## src/rtl/calendar_date_counter.sv

```systemverilog
// Calendar date counter: BCD year/month/day with day-tick advance,
// manual up/down setting, month-length and leap-year handling.
// Month and year edits pass through a one-cycle CLAMP state that pulls
// the day back into range before date_upd announces the new date.
module calendar_date_counter #(
  parameter logic [11:0] RESET_YEAR  = 12'h025,
  parameter logic [7:0]  RESET_MONTH = 8'h01,
  parameter logic [7:0]  RESET_DAY   = 8'h01,
  parameter logic [11:0] YEAR_MAX    = 12'h199
) (
  input  logic        clk,
  input  logic        rst_n,
  input  logic        day_tick,
  input  logic        set_mode,
  input  logic [1:0]  set_sel,
  input  logic        set_up,
  input  logic        set_down,
  output logic [11:0] year_bcd,
  output logic [7:0]  month_bcd,
  output logic [7:0]  day_bcd,
  output logic        leap,
  output logic        date_upd
);

  localparam logic [0:0] ST_IDLE  = 1'b0;
  localparam logic [0:0] ST_CLAMP = 1'b1;

  localparam logic [1:0] SEL_DAY   = 2'd0;
  localparam logic [1:0] SEL_MONTH = 2'd1;
  localparam logic [1:0] SEL_YEAR  = 2'd2;

  logic [0:0]  state_q, state_d;
  logic [11:0] year_q, year_d;
  logic [7:0]  month_q, month_d;
  logic [7:0]  day_q, day_d;
  logic        leap_q, leap_d;
  logic        upd_q, upd_d;
  logic [7:0]  cur_len;
  logic        set_evt;

  // Leap test straight from BCD digits: mod-4 of a decimal number only
  // depends on the tens parity and the ones digit; 2100 is the one
  // century year in range that is not leap.
  function automatic logic bcd_is_leap(input logic [11:0] y);
    logic [3:0] tens;
    logic [3:0] ones;
    logic       r;
    tens = y[7:4];
    ones = y[3:0];
    r = (!tens[0] && (ones == 4'd0 || ones == 4'd4 || ones == 4'd8)) ||
        ( tens[0] && (ones == 4'd2 || ones == 4'd6));
    return r && (y != 12'h100);
  endfunction

  function automatic logic [7:0] month_length(input logic [7:0] m, input logic lp);
    logic [7:0] r;
    case (m)
      8'h02:                      r = lp ? 8'h29 : 8'h28;
      8'h04, 8'h06, 8'h09, 8'h11: r = 8'h30;
      default:                    r = 8'h31;
    endcase
    return r;
  endfunction

  function automatic logic [7:0] bcd2_inc(input logic [7:0] x);
    logic [7:0] r;
    if (x[3:0] == 4'd9) r = {x[7:4] + 4'd1, 4'd0};
    else                r = {x[7:4], x[3:0] + 4'd1};
    return r;
  endfunction

  function automatic logic [7:0] bcd2_dec(input logic [7:0] x);
    logic [7:0] r;
    if (x[3:0] == 4'd0) r = {x[7:4] - 4'd1, 4'd9};
    else                r = {x[7:4], x[3:0] - 4'd1};
    return r;
  endfunction

  // Year increment with wrap YEAR_MAX -> 000.
  function automatic logic [11:0] year_inc(input logic [11:0] y);
    logic [11:0] r;
    r = y;
    if (y == YEAR_MAX) begin
      r = 12'h000;
    end else if (y[3:0] != 4'd9) begin
      r[3:0] = y[3:0] + 4'd1;
    end else begin
      r[3:0] = 4'd0;
      if (y[7:4] != 4'd9) begin
        r[7:4] = y[7:4] + 4'd1;
      end else begin
        r[7:4]  = 4'd0;
        r[11:8] = y[11:8] + 4'd1;
      end
    end
    return r;
  endfunction

  // Year decrement with wrap 000 -> YEAR_MAX.
  function automatic logic [11:0] year_dec(input logic [11:0] y);
    logic [11:0] r;
    r = y;
    if (y == 12'h000) begin
      r = YEAR_MAX;
    end else if (y[3:0] != 4'd0) begin
      r[3:0] = y[3:0] - 4'd1;
    end else begin
      r[3:0] = 4'd9;
      if (y[7:4] != 4'd0) begin
        r[7:4] = y[7:4] - 4'd1;
      end else begin
        r[7:4]  = 4'd9;
        r[11:8] = y[11:8] - 4'd1;
      end
    end
    return r;
  endfunction

  assign cur_len = month_length(month_q, leap_q);
  assign set_evt = set_mode && (set_up ^ set_down);
  assign leap_d  = bcd_is_leap(year_d);

  // Next-date selection: clamp first, then day_tick, then manual set.
  always_comb begin
    // NOTE: every output of this block gets a default up front so no path
    // leaves a signal unassigned, which would otherwise infer a latch.
    state_d = state_q;
    year_d  = year_q;
    month_d = month_q;
    day_d   = day_q;
    upd_d   = 1'b0;

    if (state_q == ST_CLAMP) begin
      // Year/month already moved; leap_q matches the new year here.
      if (day_q > cur_len) day_d = cur_len;
      upd_d   = 1'b1;
      state_d = ST_IDLE;
    end else if (!set_mode && day_tick) begin
      upd_d = 1'b1;
      if (day_q == cur_len) begin
        day_d = 8'h01;
        if (month_q == 8'h12) begin
          month_d = 8'h01;
          year_d  = year_inc(year_q);
        end else begin
          month_d = bcd2_inc(month_q);
        end
      end else begin
        day_d = bcd2_inc(day_q);
      end
    end else if (set_evt) begin
      case (set_sel)
        SEL_DAY: begin
          upd_d = 1'b1;
          if (set_up) day_d = (day_q == cur_len) ? 8'h01 : bcd2_inc(day_q);
          else        day_d = (day_q == 8'h01)   ? cur_len : bcd2_dec(day_q);
        end
        SEL_MONTH: begin
          if (set_up) month_d = (month_q == 8'h12) ? 8'h01 : bcd2_inc(month_q);
          else        month_d = (month_q == 8'h01) ? 8'h12 : bcd2_dec(month_q);
          state_d = ST_CLAMP;
        end
        SEL_YEAR: begin
          year_d  = set_up ? year_inc(year_q) : year_dec(year_q);
          state_d = ST_CLAMP;
        end
        default: ;
      endcase
    end
  end

  // Date, leap flag, update strobe and FSM state registers.
  always_ff @(posedge clk or negedge rst_n) begin
    if (!rst_n) begin
      state_q <= ST_IDLE;
      year_q  <= RESET_YEAR;
      month_q <= RESET_MONTH;
      day_q   <= RESET_DAY;
      leap_q  <= bcd_is_leap(RESET_YEAR);
      upd_q   <= 1'b0;
    end else begin
      // NOTE: non-blocking assignments so every register samples the
      // pre-edge values, independent of statement order.
      state_q <= state_d;
      year_q  <= year_d;
      month_q <= month_d;
      day_q   <= day_d;
      leap_q  <= leap_d;
      upd_q   <= upd_d;
    end
  end

  assign year_bcd  = year_q;
  assign month_bcd = month_q;
  assign day_bcd   = day_q;
  assign leap      = leap_q;
  assign date_upd  = upd_q;

endmodule

```

## config.mk

```make
export PLATFORM = sky130hd
export DESIGN_NAME = calendar_date_counter
export DESIGN_NICKNAME = d
export VERILOG_FILES = /design/src/rtl/calendar_date_counter.sv
export SDC_FILE = /design/constraint.sdc
export NUM_CORES = 1
export LEC_CHECK = 0
export BUFFER_PORTS_ARGS = -buffer_cell sky130_fd_sc_hd__buf_2
export CAP_MARGIN = 20
export CORE_ASPECT_RATIO = 1.25
export CORE_UTILIZATION = 35
export CTS_BUF_LIST = sky130_fd_sc_hd__clkbuf_8 sky130_fd_sc_hd__clkbuf_16
export DETAILED_ROUTE_END_ITERATION = 12
export SLEW_MARGIN = 20
export SYNTH_ARGS = -nofsm -noshare
export SYNTH_HDL_FRONTEND = slang
export SYNTH_SLANG_ARGS = --single-unit
export TNS_END_PERCENT = 50
```

## constraint.sdc

```tcl
create_clock -name clk -period 7.8 [get_ports clk]
set_input_delay 0.78 -clock clk [delete_from_list [all_inputs] [get_ports clk]]
set_output_delay 0.78 -clock clk [all_outputs]
set_load 0.02 [all_outputs]
```

==> results.py, run 1 <==
metrics = {
    "cts": {
        "htree_levels": 2,
        "clk_pin_slew_ns": 0.06,
        "clk_latency_ns": 0.28,
        "root_buffer": "clkbuf_16",
        "ctsResizeCount": 0,
        "ctsLongestPathBuffers": 2,
        "cts_tree": "built",
        "post_cts_buffers": 0,
        "hold_buffers": 0,
        "cts.sinks": 31,
        "numCtsBuffers": 5,
    },
    "drt": {
        "viasPerCell": 6.191,
        "drtIter0Drc": 280,
        "drc": 0,
        "detail-route-antenna-nets": 0,
        "first_pass_iters": 5,
        "wl_per_cell_um": 17.81,
        "totalWireLength_um": 10270,
        "vias": 3572,
    },
    "synthesis": {
        "synth_area_sq_um": 3346,
        "ys_seq_area_frac": 0.2337,
        "syn_inst": 436,
        "yosysWarnings": 0,
        "synth_fp_nets": 464,
        "dominantRegCellSynth": "dfrtp_1",
        "synth_common_cells": "nand2_1, nor2_1, a21oi_1",
        "ys_types": 82,
        "synth_most_common_cell": "nand2_1",
        "synth_area_leaders": "dfrtp_1, ha_1, a21oi_1, nand2_1, o21ai_0",
        "synth.top_cell.area_share": 0.1945,
        "synthArstFlopShare": 1.000,
        "synth_edf_count": 0,
        "synth_top_area_cell": "dfrtp_1",
        "synth-seq-cells": 31,
        "synth.avg_cell_area_sq_um": 7.674,
    },
    "placed_design": {
        "hpwl_um": 7436,
        "numPortBuffers": 37,
        "place.gp.congestion": 0.9347,
        "place_ws_ns": 4.436,
    },
    "timing": {
        "fmax_mhz": 286.3,
        "setup_slack_ns": 4.307,
        "grt_setup_unrepaired": "no",
        "relSlewSlack": 0.2746,
        "hold_slack_ns": 0.5575,
        "finClkSkew_ns": 0.008797,
        "timing.final.crit_share": 0.4479,
        "fin_crit_ns": 3.493,
        "hold_viol_final": 0,
        "worstMarginPinSlew_ns": 1.088,
        "slew_violations": 0,
        "tns_ns": 0,
        "setup_viol": 0,
    },
    "grt": {
        "grtUsageTotal": 0.2126,
        "grt_pass1_wl_um": 16590,
        "grt-ovfl-total": 0,
        "antenna_found_initial": 0,
        "first_global_vias": 3329,
        "grt_max_degree": 33,
    },
    "worst_setup_path": {
        "reg2reg_depth": 11,
        "path_cells": "nor4b_4, and3_1, inv_1, ha_1, and4_2, nand4_2, nor3_1, a21oi_1, o21ai_0, and3b_2, a31oi_1",
        "startpoint_type": "flip-flop",
        "critPathMaxFanout": 17,
        "r2r_setup_slack_ns": 4.31,
        "critPathBufInv": 1,
        "worstReg2RegEnd": "leap",
        "cpMaxStageDelayCell": "dfrtp_1",
        "regToRegStartpoint": "month_bcd[2]",
        "cp.arrival_ns": 3.63,
        "critPathKind": "reg2reg",
        "required_ns": 7.94,
        "critPathMaxStageDelay_ns": 0.56,
        "endpoint_kind": "flip-flop",
        "cpLargestDelayFamily": "simple AND/OR/NAND/NOR gates",
    },
    "power": {
        "p_leak_nw": 1.565,
        "vdd_drop_max_mv": 0.2053,
        "p_seq_frac": 0.316,
        "combPwrFrac": 0.492,
        "p_clk_frac": 0.192,
        "swShare": 0.4832,
        "internal-power_mw": 0.6187,
        "p_per_area_nw_per_um2": 322.1,
        "power.switching_mw": 0.5785,
    },
    "flow_run": {
        "drv_cap": 0,
    },
    "finish": {
        "fillers": 938,
        "drive_gt1_frac": 0.1762,
        "area_delta_synth_final_pct": 11.11,
        "final_nets": 481,
        "antenna_cells": 0,
    },
    "die": {
        "num_rows": 39,
        "die-area_sq_um": 9957,
        "initial_core_util": 0.3628,
        "ioPinCount": 38,
        "core_area_sq_um": 9223,
        "fp.dieW_um": 89.45,
        "die_y_um": 111.3,
    },
    "run_status": {
        "status": "finished clean",
    },
    "hold_path": {
        "min_path_type": "in2async",
    },
}
-- flip-flops by register name (all words and copies together) (netlist names) --
| register | cells |
|---|---|
| day_bcd | 8 |
| year_bcd | 12 |
| state_q | 1 |
| date_upd | 1 |
| month_bcd | 8 |
| leap | 1 |
-- cells in the final DEF (no fill, tap or decap), drive strengths merged, types with 3 or more instances in the layout --
master and n:
nand2b 7, o21ai 34, nand4 6, a22o 6
o22ai 7, clkbuf 6, nor3 23, nor2 41
and3 7, dfrtp 26, ha 20, and3b 3
buf 37, a311oi 3, nor4 6, and4 3
o311ai 3, xnor2 4, dfstp 5, inv 23
a32oi 3, nand4b 3, nand2 43, and2 6
o221ai 4, nor2b 5, nand3 12, a21oi 38
mux2 4, a21o 5, a31oi 16
-- final cells by class --
| class | instances | area [sq um] | area share |
|---|---|---|---|
| multi-input combinational | 355 | 2336 | 0.6284 |
| inverter | 23 | 86.33 | 0.02322 |
| timing repair buffer | 37 | 185.2 | 0.04981 |
| tap | 123 | 153.9 | 0.04140 |
| clock inverter | 2 | 35.03 | 0.009424 |
| sequential | 31 | 782.0 | 0.2104 |
| clock buffer | 6 | 138.9 | 0.03736 |
-- kinds of logic (layout without fill, tap and decap cells) --
group,count (synthesis),in the layout,synth area share
buffers and inverters,50,68,0.06806
adders and majority gates,20,20,0.07479
DFF,31,31,0.2337
muxes,6,6,0.01945
AOI/OAI and AO/OA,148,148,0.2943
xor gates and xnor gates,5,5,0.01870
and+or+nand+nor,176,176,0.2910
-- power by group through the flow --
stage	combinational (mW)	sequential, mW	clock, mW
2_1_floorplan	0.429	0.361	0
3_3_place_gp	0.581	0.371	0
3_5_place_dp	0.583	0.375	0
4_1_cts	0.585	0.373	0.234
5_1_grt	0.644	0.391	0.242
6_report	0.589	0.378	0.230
-- how the worst max path moves through the flow --
stage               slack (ns)         end  cells past startpoint         start
floorplan                 4.65  day_bcd[4]                     10  month_bcd[0]
global placement          4.52        leap                     12  month_bcd[2]
detailed placement        4.44  day_bcd[4]                     10  month_bcd[2]
CTS                       4.38        leap                     12  month_bcd[2]
global route              4.14        leap                     12  month_bcd[2]
finish                    4.31        leap                     11  month_bcd[2]
-- stage by stage --
stage,utilization,cells,power (mW),cell area [sq um]
6_report,0.4031,577,1.197,3717
5_1_grt,0.4031,577,1.277,3717
4_1_cts,0.4031,577,1.192,3717
3_5_place_dp,0.3842,569,0.9578,3543
3_3_place_gp,0.3842,569,0.9511,3543
2_1_floorplan,-,436,0.7895,3346
-- per-layer routing --
layer | GRT usage | part of all wire | vias up
li1 | - | - | 1669
met1 | 0.2623 | 0.41 | 1706
met2 | 0.3455 | 0.49 | 155
met3 | 0.02904 | 0.051 | 42
met4 | 0.1259 | 0.047 | 0
met5 | 0 | 0 | -
No activity file was read; power rests on OpenSTA's default activity.
==> inputs of run 2 (changes only) <==
clock period = 3 ns   (was 7.8 ns; I/O delays follow)
==> run 2 against run 1 <==
Against the previous run:
- cell area grew 11%
- non-clock buffer count grew 39
- power grew to 2.8 times the previous value
- worst setup slack lost 4.2 ns
- count of clock-buffer cells in the layout is the same
- combinational power grew to 3.2 times the previous value
==> results.py, run 2 (synthesized netlist as in run 1, its figures left out) <==
metrics = {
    "grt": {
        "grt_pass1_wl_um": 17490,
        "grtUsageTotal": 0.2296,
        "grt-ovfl-total": 0,
        "grt_max_degree": 32,
        "first_global_vias": 3487,
        "antenna_found_initial": 0,
    },
    "run_status": {
        "status": "finished clean",
    },
    "drt": {
        "drtIter0Drc": 346,
        "totalWireLength_um": 10960,
        "detail-route-antenna-nets": 0,
        "first_pass_iters": 5,
        "viasPerCell": 5.998,
        "drc": 0,
        "wl_per_cell_um": 17.79,
        "vias": 3695,
    },
    "worst_setup_path": {
        "cp.depth": 13,
        "cpMaxStageDelayCell": "dfrtp_2",
        "critPathBufInv": 2,
        "path_cells": "nor4b_4, and3_4, inv_1, ha_1, and4_4, nand4_4, buf_4, nor3_1, a21oi_1, o22ai_1, nor2_1, a311oi_2, a31oi_1",
        "reg2reg_depth": 13,
        "startpoint_type": "flip-flop",
        "required_ns": 3.15,
        "critPathMaxFanout": 7,
        "critPathMaxStageDelay_ns": 0.44,
        "cp.arrival_ns": 3.01,
        "cpLargestDelayFamily": "simple AND/OR/NAND/NOR gates",
        "critPathKind": "reg2reg",
        "endpoint_kind": "flip-flop",
    },
    "die": {
        "ioPinCount": 38,
        "fp.dieW_um": 89.45,
        "die_y_um": 111.3,
        "initial_core_util": 0.3628,
        "core_area_sq_um": 9223,
        "die-area_sq_um": 9957,
        "num_rows": 39,
    },
    "placed_design": {
        "place.gp.congestion": 0.9955,
        "hpwl_um": 8028,
        "numPortBuffers": 37,
        "dp.cells": 600,
    },
    "finish": {
        "antenna_cells": 0,
        "fillers": 896,
        "drive_gt1_frac": 0.2657,
        "largest_reg_flops": 12,
        "final_cell_mix": "nand2_1, nor2_1, a21oi_1, buf_4, buf_2",
        "final_nets": 520,
        "final_common_cell": "nand2_1",
        "instances_no_fill": 616,
        "area_delta_synth_final_pct": 23.49,
    },
    "timing": {
        "worstMarginPinSlew_ns": 0.7898,
        "slew_violations": 0,
        "timing.final.crit_share": 0.9516,
        "relSlewSlack": 0.4735,
        "fin_crit_ns": 2.855,
        "fmax_mhz": 350.3,
        "hold_viol_final": 0,
        "setup_viol": 0,
        "finClkSkew_ns": 0.004171,
    },
    "power": {
        "p_per_area_nw_per_um2": 825.6,
        "power.total_mw": 3.411,
        "vdd_drop_max_mv": 0.4626,
        "p_leak_nw": 1.778,
    },
    "cts": {
        "cts_tree": "built",
        "ctsLongestPathBuffers": 2,
        "cts.sinks": 31,
        "clk_pin_slew_ns": 0.05,
        "htree_levels": 2,
        "numCtsBuffers": 5,
        "clk_latency_ns": 0.28,
        "root_buffer": "clkbuf_16",
    },
    "flow_run": {
        "drv_cap": 0,
    },
    "hold_path": {
        "min_path_type": "in2async",
    },
}
[run 2: timing repair]
item	CTS	global route
setup buffers	0	8
setup endpoints to repair	0	5
hold buffers	0	0
resized for setup	0	20
[run 2: layer usage]
metal / vias to the layer above / track usage / routed length [um] / part of all wire
met2: 176 / 0.3842 / 5542 / 0.51
met5: - / 0 / 0 / 0
met4: 0 / 0.1238 / 544 / 0.050
li1: 1741 / - / - / -
met1: 1737 / 0.2753 / 4194 / 0.38
met3: 41 / 0.03649 / 675 / 0.062
[run 2: worst register-to-register path, stage by stage, from the launching register on]
cell and delay [ns]:
dfrtp_2 0.44, nor4b_4 0.30, and3_4 0.23, inv_1 0.05, ha_1 0.29, and4_4 0.24
nand4_4 0.14, buf_4 0.19, nor3_1 0.16, a21oi_1 0.09, o22ai_1 0.14, nor2_1 0.11
a311oi_2 0.22, a31oi_1 0.11
[run 2: layout make-up]
cell class | count | area (sq um) | share of cell area
timing repair buffer | 76 | 490.5 | 0.1187
multi-input combinational | 355 | 2444 | 0.5915
inverter | 23 | 86.33 | 0.02090
clock inverter | 2 | 35.03 | 0.008480
tap | 123 | 153.9 | 0.03725
clock buffer | 6 | 138.9 | 0.03362
sequential | 31 | 783.3 | 0.1896
[run 2: where the power goes]
group	total, mW	switching [mW]	internal (mW)
combinational	1.91	1.10	0.805
clock	0.605	0.192	0.413
sequential	0.897	0.318	0.578
total	3.41	1.62	1.80
[run 2: through the flow]
step | setup TNS [ns] | utilization | worst slack, ns | area [sq um] | hold WS (ns)
floorplan | 0 | - | 0.06126 | 3348 | 0.004409
global placement | 0 | 0.4094 | 0.08236 | 3776 | 0.4154
detailed placement | 0 | 0.4094 | 0.02336 | 3776 | 0.4251
CTS | 0 | 0.4283 | 0.005938 | 3950 | 0.1190
global route | -0.02048 | 0.4480 | -0.02048 | 4131 | 0.1557
finish | 0 | 0.4480 | 0.1452 | 4131 | 0.09794
[run 2: path summary, 6_finish.rpt]
check	from	endpoint	slack, ns
worst max-delay path	month_bcd[2]	leap	0.15
worst min-delay path	rst_n	month_bcd[1]	0.1
worst max register to register	month_bcd[2]	leap	0.15
worst min register to register	day_bcd[0]	day_bcd[0]	0.59
max in group asynchronous	rst_n	month_bcd[2]	2.36
min in group clk	set_mode	state_q	0.36
